`config.mk`:
```
export PLATFORM = sky130hd
export DESIGN_NAME = uart_tx_io
export DESIGN_NICKNAME = d
export VERILOG_FILES = /design/src/rtl/uart_tx_io_pkg.sv /design/src/rtl/uart_tx_io_sync_fifo.sv /design/src/rtl/uart_tx_io.sv
export SDC_FILE = /design/constraint.sdc
export NUM_CORES = 1
export LEC_CHECK = 0
export CORE_MARGIN = 4
export CORE_UTILIZATION = 50
export DETAILED_ROUTE_END_ITERATION = 8
export PLACE_DENSITY_LB_ADDON = 0.05
export SYNTH_ARGS = -nofsm -noshare
export SYNTH_HDL_FRONTEND = slang
export SYNTH_SLANG_ARGS = --single-unit
export TNS_END_PERCENT = 20
```
`constraint.sdc`:
```
create_clock -name clk -period 10.1 [get_ports clk]
set_clock_uncertainty 0.2 [all_clocks]
set_input_delay 2.02 -clock clk [delete_from_list [all_inputs] [get_ports clk]]
set_output_delay 2.02 -clock clk [all_outputs]
set_load 0.02 [all_outputs]
```
`src/rtl/uart_tx_io_pkg.sv`:
```
// Shared definitions for the memory-mapped UART transmitter: register map,
// STATUS bit positions and serialiser state encoding.
package uart_tx_io_pkg;

  localparam logic [4:0] ADDR_TXDATA = 5'h00;
  localparam logic [4:0] ADDR_STATUS = 5'h04;
  localparam logic [4:0] ADDR_BAUD   = 5'h08;

  // Offsets are word aligned, so decode compares the word index only
  localparam logic [2:0] WORD_TXDATA = ADDR_TXDATA[4:2];
  localparam logic [2:0] WORD_STATUS = ADDR_STATUS[4:2];
  localparam logic [2:0] WORD_BAUD   = ADDR_BAUD[4:2];

  localparam int STAT_BUSY    = 0;
  localparam int STAT_FULL    = 1;
  localparam int STAT_EMPTY   = 2;
  localparam int STAT_OVF     = 3;
  localparam int STAT_CNT_LSB = 4;
  localparam int STAT_CNT_MSB = 8;

  typedef enum logic [1:0] {
    ST_IDLE  = 2'd0,
    ST_START = 2'd1,
    ST_DATA  = 2'd2,
    ST_STOP  = 2'd3
  } tx_state_e;

endpackage

```
`src/rtl/uart_tx_io_sync_fifo.sv`:
```
// Single-clock FIFO; a push while full is accepted only when a pop frees a
// slot on the same edge. Storage is not reset, only pointers and count.
module sync_fifo #(
  parameter int DATA_W = 8,
  parameter int DEPTH  = 8
) (
  input  logic                     clk,
  input  logic                     reset,
  input  logic                     push,
  input  logic                     pop,
  input  logic [DATA_W-1:0]        wdata,
  output logic [DATA_W-1:0]        rdata,
  output logic                     full,
  output logic                     empty,
  output logic [$clog2(DEPTH):0]   count,
  output logic [$clog2(DEPTH):0]   count_nxt
);

  localparam int PTR_W = $clog2(DEPTH);
  localparam int CNT_W = PTR_W + 1;

  logic [DATA_W-1:0] mem_q [DEPTH];
  logic [DATA_W-1:0] mem_d [DEPTH];
  logic [PTR_W-1:0]  wr_ptr_q, wr_ptr_d;
  logic [PTR_W-1:0]  rd_ptr_q, rd_ptr_d;
  logic [CNT_W-1:0]  count_q, count_d;
  logic              push_ok, pop_ok;

  assign full      = (count_q == CNT_W'(DEPTH));
  assign empty     = (count_q == '0);
  assign push_ok   = push & (~full | pop);
  assign pop_ok    = pop & ~empty;
  assign rdata     = mem_q[rd_ptr_q];
  assign count     = count_q;
  assign count_nxt = count_d;

  // Pointers wrap naturally because DEPTH is a power of two
  always_comb begin
    mem_d    = mem_q;
    wr_ptr_d = wr_ptr_q;
    rd_ptr_d = rd_ptr_q;
    if (push_ok) begin
      mem_d[wr_ptr_q] = wdata;
      wr_ptr_d        = wr_ptr_q + 1'b1;
    end
    if (pop_ok) begin
      rd_ptr_d = rd_ptr_q + 1'b1;
    end
    count_d = count_q + {{(CNT_W-1){1'b0}}, push_ok} - {{(CNT_W-1){1'b0}}, pop_ok};
  end

  always_ff @(posedge clk) begin
    if (reset) begin
      wr_ptr_q <= '0;
      rd_ptr_q <= '0;
      count_q  <= '0;
    end else begin
      wr_ptr_q <= wr_ptr_d;
      rd_ptr_q <= rd_ptr_d;
      count_q  <= count_d;
    end
  end

  always_ff @(posedge clk) begin
    mem_q <= mem_d;
  end

endmodule

```
`src/rtl/uart_tx_io.sv`:
```
// Memory-mapped 8N1 UART transmitter: register decode, byte FIFO and an
// LSB-first serialiser with registered tx and irq outputs.
module uart_tx_io
  import uart_tx_io_pkg::*;
#(
  parameter int FIFO_DEPTH = 8,
  parameter int DIV_RESET  = 868
) (
  input  logic        clk,
  input  logic        reset,
  input  logic        sel,
  input  logic [4:0]  IOAdr,
  input  logic [31:0] WriteIO,
  input  logic        IOWrite,
  output logic [31:0] ReadIO,
  output logic        tx,
  output logic        irq
);

  localparam int CNT_W = $clog2(FIFO_DEPTH) + 1;

  tx_state_e   state_q, state_d;
  logic [7:0]  shift_q, shift_d;
  logic [2:0]  bit_cnt_q, bit_cnt_d;
  logic [15:0] baud_cnt_q, baud_cnt_d;
  logic [15:0] div_q, div_d;
  logic [15:0] baud_q, baud_d;
  logic        ovf_q, ovf_d;
  logic        tx_q, tx_d;
  logic        irq_q, irq_d;

  logic             push_req, stat_wr, baud_wr, fifo_pop, baud_end;
  logic             fifo_full, fifo_empty;
  logic [7:0]       fifo_rdata;
  logic [CNT_W-1:0] fifo_count, fifo_count_nxt;
  logic             unused_ok;

  assign push_req  = sel & IOWrite & (IOAdr[4:2] == WORD_TXDATA);
  assign stat_wr   = sel & IOWrite & (IOAdr[4:2] == WORD_STATUS);
  assign baud_wr   = sel & IOWrite & (IOAdr[4:2] == WORD_BAUD);
  assign unused_ok = ^{WriteIO[31:16], IOAdr[1:0]};

  sync_fifo #(
    .DATA_W(8),
    .DEPTH (FIFO_DEPTH)
  ) u_fifo (
    .clk      (clk),
    .reset    (reset),
    .push     (push_req),
    .pop      (fifo_pop),
    .wdata    (WriteIO[7:0]),
    .rdata    (fifo_rdata),
    .full     (fifo_full),
    .empty    (fifo_empty),
    .count    (fifo_count),
    .count_nxt(fifo_count_nxt)
  );

  assign baud_end = (baud_cnt_q == div_q - 16'd1);

  always_comb begin
    state_d    = state_q;
    shift_d    = shift_q;
    bit_cnt_d  = bit_cnt_q;
    baud_cnt_d = baud_cnt_q + 16'd1;
    div_d      = div_q;
    fifo_pop   = 1'b0;
    case (state_q)
      ST_IDLE: begin
        baud_cnt_d = baud_cnt_q;
        fifo_pop   = ~fifo_empty;
      end
      ST_START: begin
        if (baud_end) begin
          state_d    = ST_DATA;
          baud_cnt_d = '0;
        end
      end
      ST_DATA: begin
        if (baud_end) begin
          baud_cnt_d = '0;
          shift_d    = {1'b0, shift_q[7:1]};
          bit_cnt_d  = bit_cnt_q + 3'd1;
          if (bit_cnt_q == 3'd7) state_d = ST_STOP;
        end
      end
      ST_STOP: begin
        if (baud_end) begin
          baud_cnt_d = '0;
          fifo_pop   = ~fifo_empty;
          state_d    = ST_IDLE;
        end
      end
      default: state_d = ST_IDLE;
    endcase
    // Divisor is captured here so BAUDDIV writes only affect later frames
    if (fifo_pop) begin
      state_d    = ST_START;
      shift_d    = fifo_rdata;
      bit_cnt_d  = '0;
      baud_cnt_d = '0;
      div_d      = baud_q;
    end
    tx_d  = (state_d == ST_START) ? 1'b0 :
            (state_d == ST_DATA)  ? shift_d[0] : 1'b1;
    irq_d = (fifo_count_nxt == '0) && (state_d == ST_IDLE);
  end

  always_comb begin
    baud_d = baud_q;
    if (baud_wr) baud_d = (WriteIO[15:0] == 16'd0) ? 16'd1 : WriteIO[15:0];
    ovf_d = ovf_q;
    if (stat_wr && WriteIO[STAT_OVF]) ovf_d = 1'b0;
    if (push_req && fifo_full && !fifo_pop) ovf_d = 1'b1;
  end

  always_comb begin
    ReadIO = '0;
    case (IOAdr[4:2])
      WORD_STATUS: begin
        ReadIO[STAT_BUSY]                 = (state_q != ST_IDLE);
        ReadIO[STAT_FULL]                 = fifo_full;
        ReadIO[STAT_EMPTY]                = fifo_empty;
        ReadIO[STAT_OVF]                  = ovf_q;
        ReadIO[STAT_CNT_MSB:STAT_CNT_LSB] = 5'(fifo_count);
      end
      WORD_BAUD: ReadIO[15:0] = baud_q;
      default:   ReadIO = '0;
    endcase
  end

  always_ff @(posedge clk) begin
    if (reset) begin
      state_q    <= ST_IDLE;
      bit_cnt_q  <= '0;
      baud_cnt_q <= '0;
      div_q      <= 16'(DIV_RESET);
      baud_q     <= 16'(DIV_RESET);
      ovf_q      <= 1'b0;
      tx_q       <= 1'b1;
      irq_q      <= 1'b1;
    end else begin
      state_q    <= state_d;
      bit_cnt_q  <= bit_cnt_d;
      baud_cnt_q <= baud_cnt_d;
      div_q      <= div_d;
      baud_q     <= baud_d;
      ovf_q      <= ovf_d;
      tx_q       <= tx_d;
      irq_q      <= irq_d;
    end
  end

  always_ff @(posedge clk) begin
    shift_q <= shift_d;
  end

  assign tx  = tx_q;
  assign irq = irq_q;

endmodule

```
==> results of run 1 <==
[logic make-up (layout without fill, tap and decap cells)]
kind of cell / Yosys count / in the layout / synth area share, %
multiplexers: 29 / 29 / 7.47
XOR/XNOR: 36 / 36 / 4.77
AND/OR/NAND/NOR: 231 / 231 / 18.6
flip-flops: 138 / 138 / 52.5
other: 1 / 16 / 0.0567
buffers and inverters: 62 / 93 / 4.82
adder cells (fa/ha/maj): 18 / 18 / 3.52
AO/OA/AOI/OAI: 77 / 77 / 8.21
[sequential cells by signal (all words and copies together) (netlist names)]
register and cells:
u_fifo.mem_q 64, baud_cnt_q 16, baud_q 16, div_q 16, shift_q 8, u_fifo.count 4
bit_cnt_q 3, u_fifo.rd_ptr_q 3, u_fifo.wr_ptr_q 3, state_q 2, irq 1, ovf_q 1
tx 1
[placed cells by master (no fill, tap or decap), types with 3 or more instances in the layout]
| master | count |
|---|---|
| clkdlybuf4s50_1 | 40 |
| o21ai_0 | 5 |
| a22oi_1 | 6 |
| buf_4 | 5 |
| ha_1 | 17 |
| clkbuf_16 | 17 |
| nand3b_1 | 11 |
| or3_1 | 3 |
| a211oi_1 | 3 |
| nor3_1 | 11 |
| nor3b_2 | 4 |
| and2_1 | 8 |
| mux2i_1 | 12 |
| a21oi_1 | 33 |
| a31o_2 | 6 |
| conb_1 | 16 |
| or4_1 | 4 |
| mux4_2 | 16 |
| nor2_1 | 53 |
| dfxtp_1 | 67 |
| xnor2_1 | 20 |
| nand2_1 | 78 |
| and3_1 | 6 |
| inv_6 | 8 |
| nand3_1 | 13 |
| nor4_1 | 6 |
| nor2b_1 | 12 |
| xor2_1 | 16 |
| inv_1 | 15 |
| edfxtp_1 | 71 |
[layer usage]
metal | global-route usage, % | vias to the layer above | share of wire (%)
met2 | 29.5 | 112 | 44
met5 | 0 | - | 0
met3 | 4.80 | 14 | 4.8
met4 | 6.51 | 0 | 1.1
met1 | 29.1 | 2111 | 50
li1 | - | 2160 | -
[worst min-delay path: stages (launching register included)]
cell and delay, ns:
dfxtp_1 0.32, nand2_1 0.06, a21oi_1 0.05
[worst max path at each step]
stage	slack [ns]	to	cells past startpoint	from
3_5_place_dp	3.47	ReadIO[10]	5	IOAdr[3]
6_report	3.42	ReadIO[10]	5	IOAdr[3]
2_1_floorplan	4.89	ReadIO[10]	4	IOAdr[3]
5_1_grt	3.33	ReadIO[10]	5	IOAdr[3]
4_1_cts	3.43	ReadIO[10]	5	IOAdr[3]
3_3_place_gp	3.47	ReadIO[10]	5	IOAdr[3]
[final cells by class]
class,instances,area (um^2),area share [%]
tap,172,215,2.81
sequential,138,3470,45.3
clock inverter,15,174,2.27
inverter,16,60.1,0.784
clock buffer,17,425,5.55
multi-input combinational,407,2880,37.6
timing repair buffer,45,438,5.71
[cells in the mapped netlist, drive strengths merged (5+ instances only)]
master  number
nor2b       12
clkbuf      19
o21ai        6
edfxtp      71
a31o         6
inv         16
and3         6
nor4         7
buf         27
mux2i       13
a22oi        7
nor2        53
nand2       79
xnor2       20
nand3       13
a21oi       33
and2         8
nand3b      12
ha          17
nor3        13
mux4        16
dfxtp       67
or4          5
xor2        16
nor3b        6
[metrics by stage]
stage	hold WS, ns	instances	utilization [%]	power (mW)
floorplan	0.240	607	-	1.05
global placement	0.258	778	55.3	1.14
detailed placement	0.271	778	55.3	1.15
CTS	0.281	810	60.0	1.79
global route	0.304	810	60.0	1.87
finish	0.276	810	60.0	1.78
[power breakdown]
group | switching, mW | internal (mW)
Sequential | 0.0409 | 0.642
Combinational | 0.272 | 0.188
Clock | 0.259 | 0.373
==> metrics.md, run 1 <==
| Metric | Value |
|---|---|
| WL per Instance | `17.1 um` |
| Crit end category | `output port` |
| Slowest stage cell, crit path | `clkdlybuf4s50_1` |
| Initial antenna violation count | `0` |
| GRT Total Usage | `20.0%` |
| GRT Residual Overflow | `0` |
| Clock sinks | `138` |
| DP Area | `~0.007 mm^2` |
| Htree depth | `4` |
| Worst-path clk slew | `0.06 ns` |
| Detailed Place HPWL | `9490 um` |
| Top delay family on crit path | `simple AND/OR/NAND/NOR gates` |
| Critical path data required time | `around 7.9 ns` |
| Vias per cell | `5.43` |
| Vias | `4397` |
| Mapped Cells | `592` |
| DRC violations left | `0` |
| GPL Wtd Cong | `0.818` |
| Max Slew Vio Count | `0` |
| Final nets | `684` |
| Filler Cell Count | `~1.0k` |
| # rows | `41` |
| R2R Path End | `u_fifo.mem_q[8]` |
| Most used DFF post-synth | `edfxtp_1` |
| IO Port Bufs | `40` |
| Maximum buffer depth of the clock tree | `2` |
| Starting Density | `51.8%` |
| Vias in the first global route | `4357` |
| Critical path class | `primary input to output port` |
| I/O pin total | `75` |
| Worst hold-check path type | `flip-flop to flip-flop` |
| Period minus WS final | `around 6.7 ns` |
| Worst setup margin | `3.42 ns` |
| First-pass GRT wire length | `22800 um` |
| CTS Hold Buffers Added | `0` |
| CP max FO | `10` |
| Syn Area/Cell | `11.2 um^2` |
| Initial drt markers | `roughly 380` |
| Post-synth EDFFs | `71` |
| Skew-Pair Late Insertion Delay | `~0.43 ns` |
| Final wirelength | `13800 um` |
| Post-CTS Setup Bufs | `0` |
| Status | `completed` |
| Core Footprint | `0.0128 mm^2` |
| Post-synth top area cell | `edfxtp_1` |
| Ranking of synthesized cells by area | `edfxtp_1 (32%), dfxtp_1 (20%), mux4_2 (5.4%)` |
| Power per cell area | `232 mW/mm^2` |
| Synth-to-Final Area Change | `15.9%` |
| Max_slew headroom | `24.4%` |
| Hold endpoint | `baud_q[13]` |
| Layout cells sized above 1 | `12.9%` |
| Crit start category | `primary input` |
| Cells on Worst Hold Path | `2` |
| Pleak | `between 2 and 3 nW` |
| # diodes | `0` |
| Final instance area | `0.00766 mm^2` |
| MaxCap Viol Count | `0` |
| Worst path cell trace | `clkdlybuf4s50_1 > nor2b_1 > nor2b_1 > and2_1 > clkdlybuf4s50_1` |
| Peak supply drop | `127 uV` |
| Yosys synthesis warning count | `0` |
| Vert. Die Dim | `123 um` |
| Die area | `0.0151 mm^2` |
| # resized after CTS | `0` |
| Pre-antenna DRT Iters | `4` |
| R2R cell count | `12` |
| Asr flop ratio synth | `0%` |
| CTS tree | `built` |
| Setup violators final | `0` |
| Pin count of the biggest net entering global routing | `48` |
| Buf/Inv on CP | `2` |
| Critical R2R Launch | `div_q[0]` |
| RSZ-0062 raised after global routing | `no` |
| Worst slew pin tran | `1.13 ns` |
| Mapped Area | `0.00661 mm^2` |
| Antenna viol nets, final | `0` |
| Place WS | `3.47 ns` |
| CTS buffer count | `17` |
| Seq/Total Area, Yosys | `between 50% and 60%` |
| Yosys reg bits | `138` |
| CTS root buffer | `clkbuf_16` |
| Fmax | `150 MHz` |
| Die Wd | `123 um` |
| Unique masters post-synth | `71` |
| Crit path DAT | `4.46 ns` |
| Final period utilization | `66.1%` |
| HP Start | `baud_q[13]` |
| Setup TNS | `0 ns` |
| Final Hold Vio Count | `0` |
| Post-synth top area share | `32.2%` |
| Max incr delay on CP | `0.61 ns` |
| Reg2Reg Setup Slack | `5.54 ns` |
Power figures use the tool's default switching activity.
==> inputs of run 2 (changes only) <==
==> constraint.sdc (replaced) <==
create_clock -name clk -period 5.85 [get_ports clk]
set_clock_uncertainty 0.2 [all_clocks]
set_input_delay 1.17 -clock clk [delete_from_list [all_inputs] [get_ports clk]]
set_output_delay 1.17 -clock clk [all_outputs]
set_load 0.02 [all_outputs]
==> run 2 against run 1 <==
Combinational power is 70% higher. Sequential cell count stayed put. Sequential share of layout area hardly changed. Critical path depth is 9 higher. Largest cell class unchanged. Setup slack worse by 2.4 ns. Critical endpoint is now irq. Wire length is 0.55% higher. First-iteration DRC count is 11% higher. Critical path type is now flip-flop to flip-flop. Hold slack better by 0.0032 ns. Global-route usage hardly changed.
==> metrics.md, run 2 (same netlist as run 1, synthesis figures left out) <==
| Metric | Value |
|---|---|
| Highest-count cells in the layout ignoring fill and taps | `nand2_1 (78), edfxtp_1 (71), dfxtp_1 (67)` |
| Synth-to-Final Area Change | `15.8%` |
| Setup TNS | `0 ns` |
| GRT Residual Overflow | `0` |
| Status | `completed` |
| Pwr Total | `3.03 mW` |
| Critical path data required time | `5.96 ns` |
| Number of flip-flops in the largest register | `64` |
| Core Footprint | `0.0128 mm^2` |
| Pre-antenna DRT Iters | `7` |
| Initial drt markers | `418` |
| MaxCap Viol Count | `0` |
| Worst slew pin tran | `approximately 1.1 ns` |
| Multi-input gate area | `approximately 0.0029 mm^2` |
| Commonest non-fill, non-tap cell in the layout | `nand2_1` |
| WL per Instance | `17.2 um` |
| Peak supply drop | `208 uV` |
| Setup violators final | `0` |
| GRT Total Usage | `19.9%` |
| Metal2 WL | `about 6300 um` |
| Metal3 WL | `around 690 um` |
| DP Area | `0.00707 mm^2` |
| Max Slew Vio Count | `0` |
| Worst setup margin | `about 1.0 ns` |
| Vias per cell | `roughly 5.5` |
| Die Wd | `123 um` |
| Clock sinks | `138` |
| Fmax | `208 MHz` |
| Pin count of the biggest net entering global routing | `48` |
| I/O pin total | `75` |
| GPL Wtd Cong | `0.809` |
| DRT met1 WL | `6780 um` |
| Initial antenna violation count | `0` |
| Crit path DAT | `just under 5 ns` |
| # diodes | `0` |
| CTS tree | `built` |
| Vias in the first global route | `4414` |
| Pleak | `about 2.7 nW` |
| Period minus WS final | `4.80 ns` |
| Vias | `4418` |
| Htree depth | `4` |
| Final Hold Vio Count | `0` |
| Max_slew headroom | `a little over a quarter` |
| CTS Hold Buffers Added | `0` |
| Starting Density | `about half` |
| IO Port Bufs | `40` |
| Vert. Die Dim | `around 120 um` |
| Worst-path clk slew | `around 0.060 ns` |
| DRC violations left | `0` |
| Critical path class | `flip-flop to flip-flop` |
| Skew-Pair Late Insertion Delay | `approximately 0.42 ns` |
| Detailed Place HPWL | `approximately 9700 um` |
| Layout cells sized above 1 | `12.7%` |
| CTS buffer count | `17` |
| Crit end category | `flip-flop` |
| # rows | `just over 40` |
| Top reg by flops | `u_fifo.mem_q` |
| Die area | `0.0151 mm^2` |
| Final instance area | `0.00766 mm^2` |
| Filler Cell Count | `roughly 1.1k` |
| Worst hold-check path type | `flip-flop to flip-flop` |
| Place WS | `1.06 ns` |
| CP max FO | `21` |
| Final nets | `685` |
| Reg area | `0.00347 mm^2` |
| Crit start category | `flip-flop` |
| Final period utilization | `82.1%` |
| First-pass GRT wire length | `~23000 um` |
| Power per cell area | `roughly 400 mW/mm^2` |
| Final wirelength | `13900 um` |
| # resized after CTS | `0` |
| RSZ-0062 raised after global routing | `no` |
| CTS root buffer | `clkbuf_16` |
| Post-CTS Setup Bufs | `0` |
| Top routing layer in use | `met4` |
| Antenna viol nets, final | `0` |
| Maximum buffer depth of the clock tree | `2` |
[run 2: cell types whose count changed in the layout (fill, tap and decap cells not counted)]
cell and change:
clkinvlp_4 +1, inv_8 -1, clkinv_1 +1, clkinv_2 -1, clkinv_4 +2, inv_6 -3, buf_4 +1
[run 2: report_power, final]
part	switching (mW)	internal, mW
combinational	0.461	0.325
clock	0.432	0.634
sequential	0.0720	1.11
total	0.965	2.07
[run 2: final cells by class]
class                   instances  area share (%)
clock buffers                  17            5.56
clock inverters                14            2.09
inverters                      16           0.784
multi-input cells             407            37.6
flip-flops and latches        138            45.4
well taps                     172            2.81
repair buffers                 46            5.82
[run 2: path summary, 6_finish.rpt]
path,cells after the start,from,slack [ns],end
min reg2reg,2,baud_q[7],0.28,div_q[7]
max,14,div_q[0],1.05,irq
max reg2reg,14,div_q[0],1.05,irq
min,2,baud_q[7],0.28,div_q[7]
[run 2: critical path, stage by stage (launching register included)]
cell and delay (ns):
dfxtp_1 0.38, inv_1 0.08, ha_1 0.30, or4b_1 0.52, nor3_1 0.26, mux2i_2 0.49
nor3_1 0.17, a22oi_4 0.56, inv_2 0.32, ha_1 0.37, inv_1 0.04, ha_1 0.20
fa_1 0.51, nor2_1 0.05, a41o_1 0.24
[run 2: metal layers]
| layer | vias to the layer above | track usage [%] |
|---|---|---|
| li1 | 2157 | - |
| met2 | 115 | 30.2 |
| met4 | 0 | 4.57 |
| met1 | 2136 | 28.6 |
| met5 | - | 0 |
| met3 | 10 | 5.81 |
[run 2: through the flow]
step	std cells	util [%]	hold WS [ns]
5_1_grt	810	59.9	0.301
4_1_cts	810	59.9	0.284
3_3_place_gp	779	55.4	0.257
6_report	810	59.9	0.279
3_5_place_dp	779	55.4	0.268
2_1_floorplan	607	-	0.240
==> inputs of run 3 (changes only) <==
==> constraint.sdc (replaced) <==
create_clock -name clk -period 5 [get_ports clk]
set_clock_uncertainty 0.2 [all_clocks]
set_input_delay 1 -clock clk [delete_from_list [all_inputs] [get_ports clk]]
set_output_delay 1 -clock clk [all_outputs]
set_load 0.02 [all_outputs]
==> run 3 against run 2 <==
Via count rose by 2.8%. Clock-buffer cell count did not move. Largest power group unchanged. First-iteration DRC count fell by 1.9%. Die area did not move. Clock power rose by 21%. Sequential cell count did not move. Combinational power rose by 21%. Cell count rose by 1.4%. Sequential share of layout area fell by 0.63 points. Sequential power rose by 17%.
==> metrics.md, run 3 (same netlist as run 1, synthesis figures left out) <==
| Metric | Value |
|---|---|
| Hold_ws | `between 0.2 and 0.3 ns` |
| Vias per cell | `5.53` |
| Initial antenna violation count | `0` |
| Crit start category | `primary input` |
| CTS buffer count | `17` |
| GPL Wtd Cong | `0.832` |
| Die area | `0.0151 mm^2` |
| I/O pin total | `75` |
| Synth-to-Final Area Change | `17.4%` |
| R2R Path End | `irq` |
| Critical path class | `primary input to output port` |
| HP Start | `ovf_q` |
| Pin count of the biggest net entering global routing | `48` |
| Crit path DAT | `3.10 ns` |
| MaxCap Viol Count | `0` |
| Clock sinks | `between 100 and 150` |
| Initial drt markers | `410` |
| Status | `completed` |
| GRT Residual Overflow | `0` |
| CP max FO | `9` |
| Cells on Worst Hold Path | `2` |
| Htree depth | `4` |
| Period minus WS final | `around 4.3 ns` |
| Starting Density | `51.8%` |
| Final wirelength | `14500 um` |
| Fmax | `approximately 230 MHz` |
| Vias in the first global route | `4469` |
| Combinational Power Share | `26.2%` |
| Detailed Place HPWL | `10000 um` |
| Setup TNS | `0 ns` |
| Power share of the sequential group | `37.9%` |
| Clock share of power | `35.9%` |
| Skew-Pair Late Insertion Delay | `between 0.4 and 0.5 ns` |
| Core Footprint | `0.0128 mm^2` |
| Vert. Die Dim | `123 um` |
| Crit end category | `output port` |
| # resized after CTS | `0` |
| # diodes | `0` |
| Internal | `2.42 mW` |
| Final Hold Vio Count | `0` |
| Layout cells sized above 1 | `14.3%` |
| Pleak | `roughly 2.7 nW` |
| Hold endpoint | `ovf_q` |
| WL per Instance | `around 18 um` |
| Critical path data required time | `3.80 ns` |
| Setup violators final | `0` |
| Top reg by flops | `u_fifo.mem_q` |
| # rows | `41` |
| Highest-count cells in the layout ignoring fill and taps | `nand2_1 (78), edfxtp_1 (71), dfxtp_1 (67)` |
| Power per cell area | `about 470 mW/mm^2` |
| Worst slew pin tran | `1.04 ns` |
| CTS Hold Buffers Added | `0` |
| RSZ-0062 raised after global routing | `no` |
| Final period utilization | `a little under nine tenths` |
| Cells after DPL | `789` |
| Final nets | `695` |
| CTS tree | `built` |
| Worst-path clk slew | `around 0.070 ns` |
| Peak supply drop | `328 uV` |
| Vias | `4543` |
| Maximum buffer depth of the clock tree | `2` |
| First-pass GRT wire length | `23500 um` |
| Critical R2R Launch | `div_q[0]` |
| Antenna viol nets, final | `0` |
| GRT Total Usage | `between 20% and 30%` |
| Worst hold-check path type | `flip-flop to flip-flop` |
| Reg2Reg Setup Slack | `0.75 ns` |
| Commonest non-fill, non-tap cell in the layout | `nand2_1` |
| DRC violations left | `0` |
| Post-CTS Setup Bufs | `0` |
| Pre-antenna DRT Iters | `5` |
| Number of flip-flops in the largest register | `64` |
| Max Slew Vio Count | `0` |
| Max_slew headroom | `30.5%` |
| Die Wd | `around 120 um` |
| R2R cell count | `14` |
| CTS root buffer | `clkbuf_16` |
| IO Port Bufs | `40` |
| Sw Ratio | `33.5%` |
| Switch Pwr | `1.22 mW` |
| Final cell count without fillers | `821` |
-- run 3: cell count changes in the layout (fill, tap and decap cells not counted) --
cell        previous run  this run
inv_6                  5         4
clkinv_1               1         0
clkinvlp_4             2         0
bufinv_16              2         1
inv_8                  1         7
buf_4                  6        16
clkinv_8               0         3
clkinv_4               3         0
-- run 3: worst max-delay path by stage --
stage              from         to  slack [ns]  depth (start not counted)
2_1_floorplan  div_q[0]        irq        0.90                         17
3_3_place_gp   IOAdr[2]  ReadIO[0]        0.75                          5
3_5_place_dp   IOAdr[2]  ReadIO[0]        0.74                          5
4_1_cts        IOAdr[2]  ReadIO[3]        0.68                          5
5_1_grt        IOAdr[2]  ReadIO[3]        0.57                          5
6_report       IOAdr[2]  ReadIO[3]        0.70                          5
-- run 3: cell type report --
type / count / area, um^2
repair buffers: 56 / 520
well taps: 172 / 215
flip-flops and latches: 138 / 3470
clock inverters: 15 / 193
multi-input cells: 407 / 2880
clock buffers: 17 / 425
inverters: 16 / 60.1
fillers: 1059 / 5010
-- run 3: metrics by stage --
step                total power [mW]  utilization (%)  area [um^2]  worst slack (ns)
floorplan                       2.12                -         6670             0.904
global placement                2.32             56.0         7150             0.747
detailed placement              2.35             56.0         7150             0.736
CTS                             3.65             60.8         7760             0.679
global route                    3.82             60.8         7760             0.572
finish                          3.63             60.8         7760             0.697
-- run 3: per-layer routing --
metal / global-route usage (%) / wire, um / up-vias
met1: 29.9 / 7040 / 2211
met4: 5.26 / 116 / 0
met3: 5.86 / 742 / 13
met5: 0 / 0 / -
met2: 30.1 / 6640 / 142
li1: - / - / 2177
-- run 3: power groups by stage --
stage               sequential (mW)  clock [mW]  combinational, mW
floorplan                      1.37           0              0.754
CTS                            1.38        1.32              0.953
finish                         1.38        1.30              0.952
detailed placement             1.40           0              0.947
global placement               1.40           0              0.921
global route                   1.39        1.38               1.05
-- run 3: worst max-delay path, stage by stage --
cell and delay (ns):
clkdlybuf4s50_1 0.51, nor2b_1 0.54, a22oi_1 0.23, nor2_1 0.19, clkdlybuf4s50_1 0.64
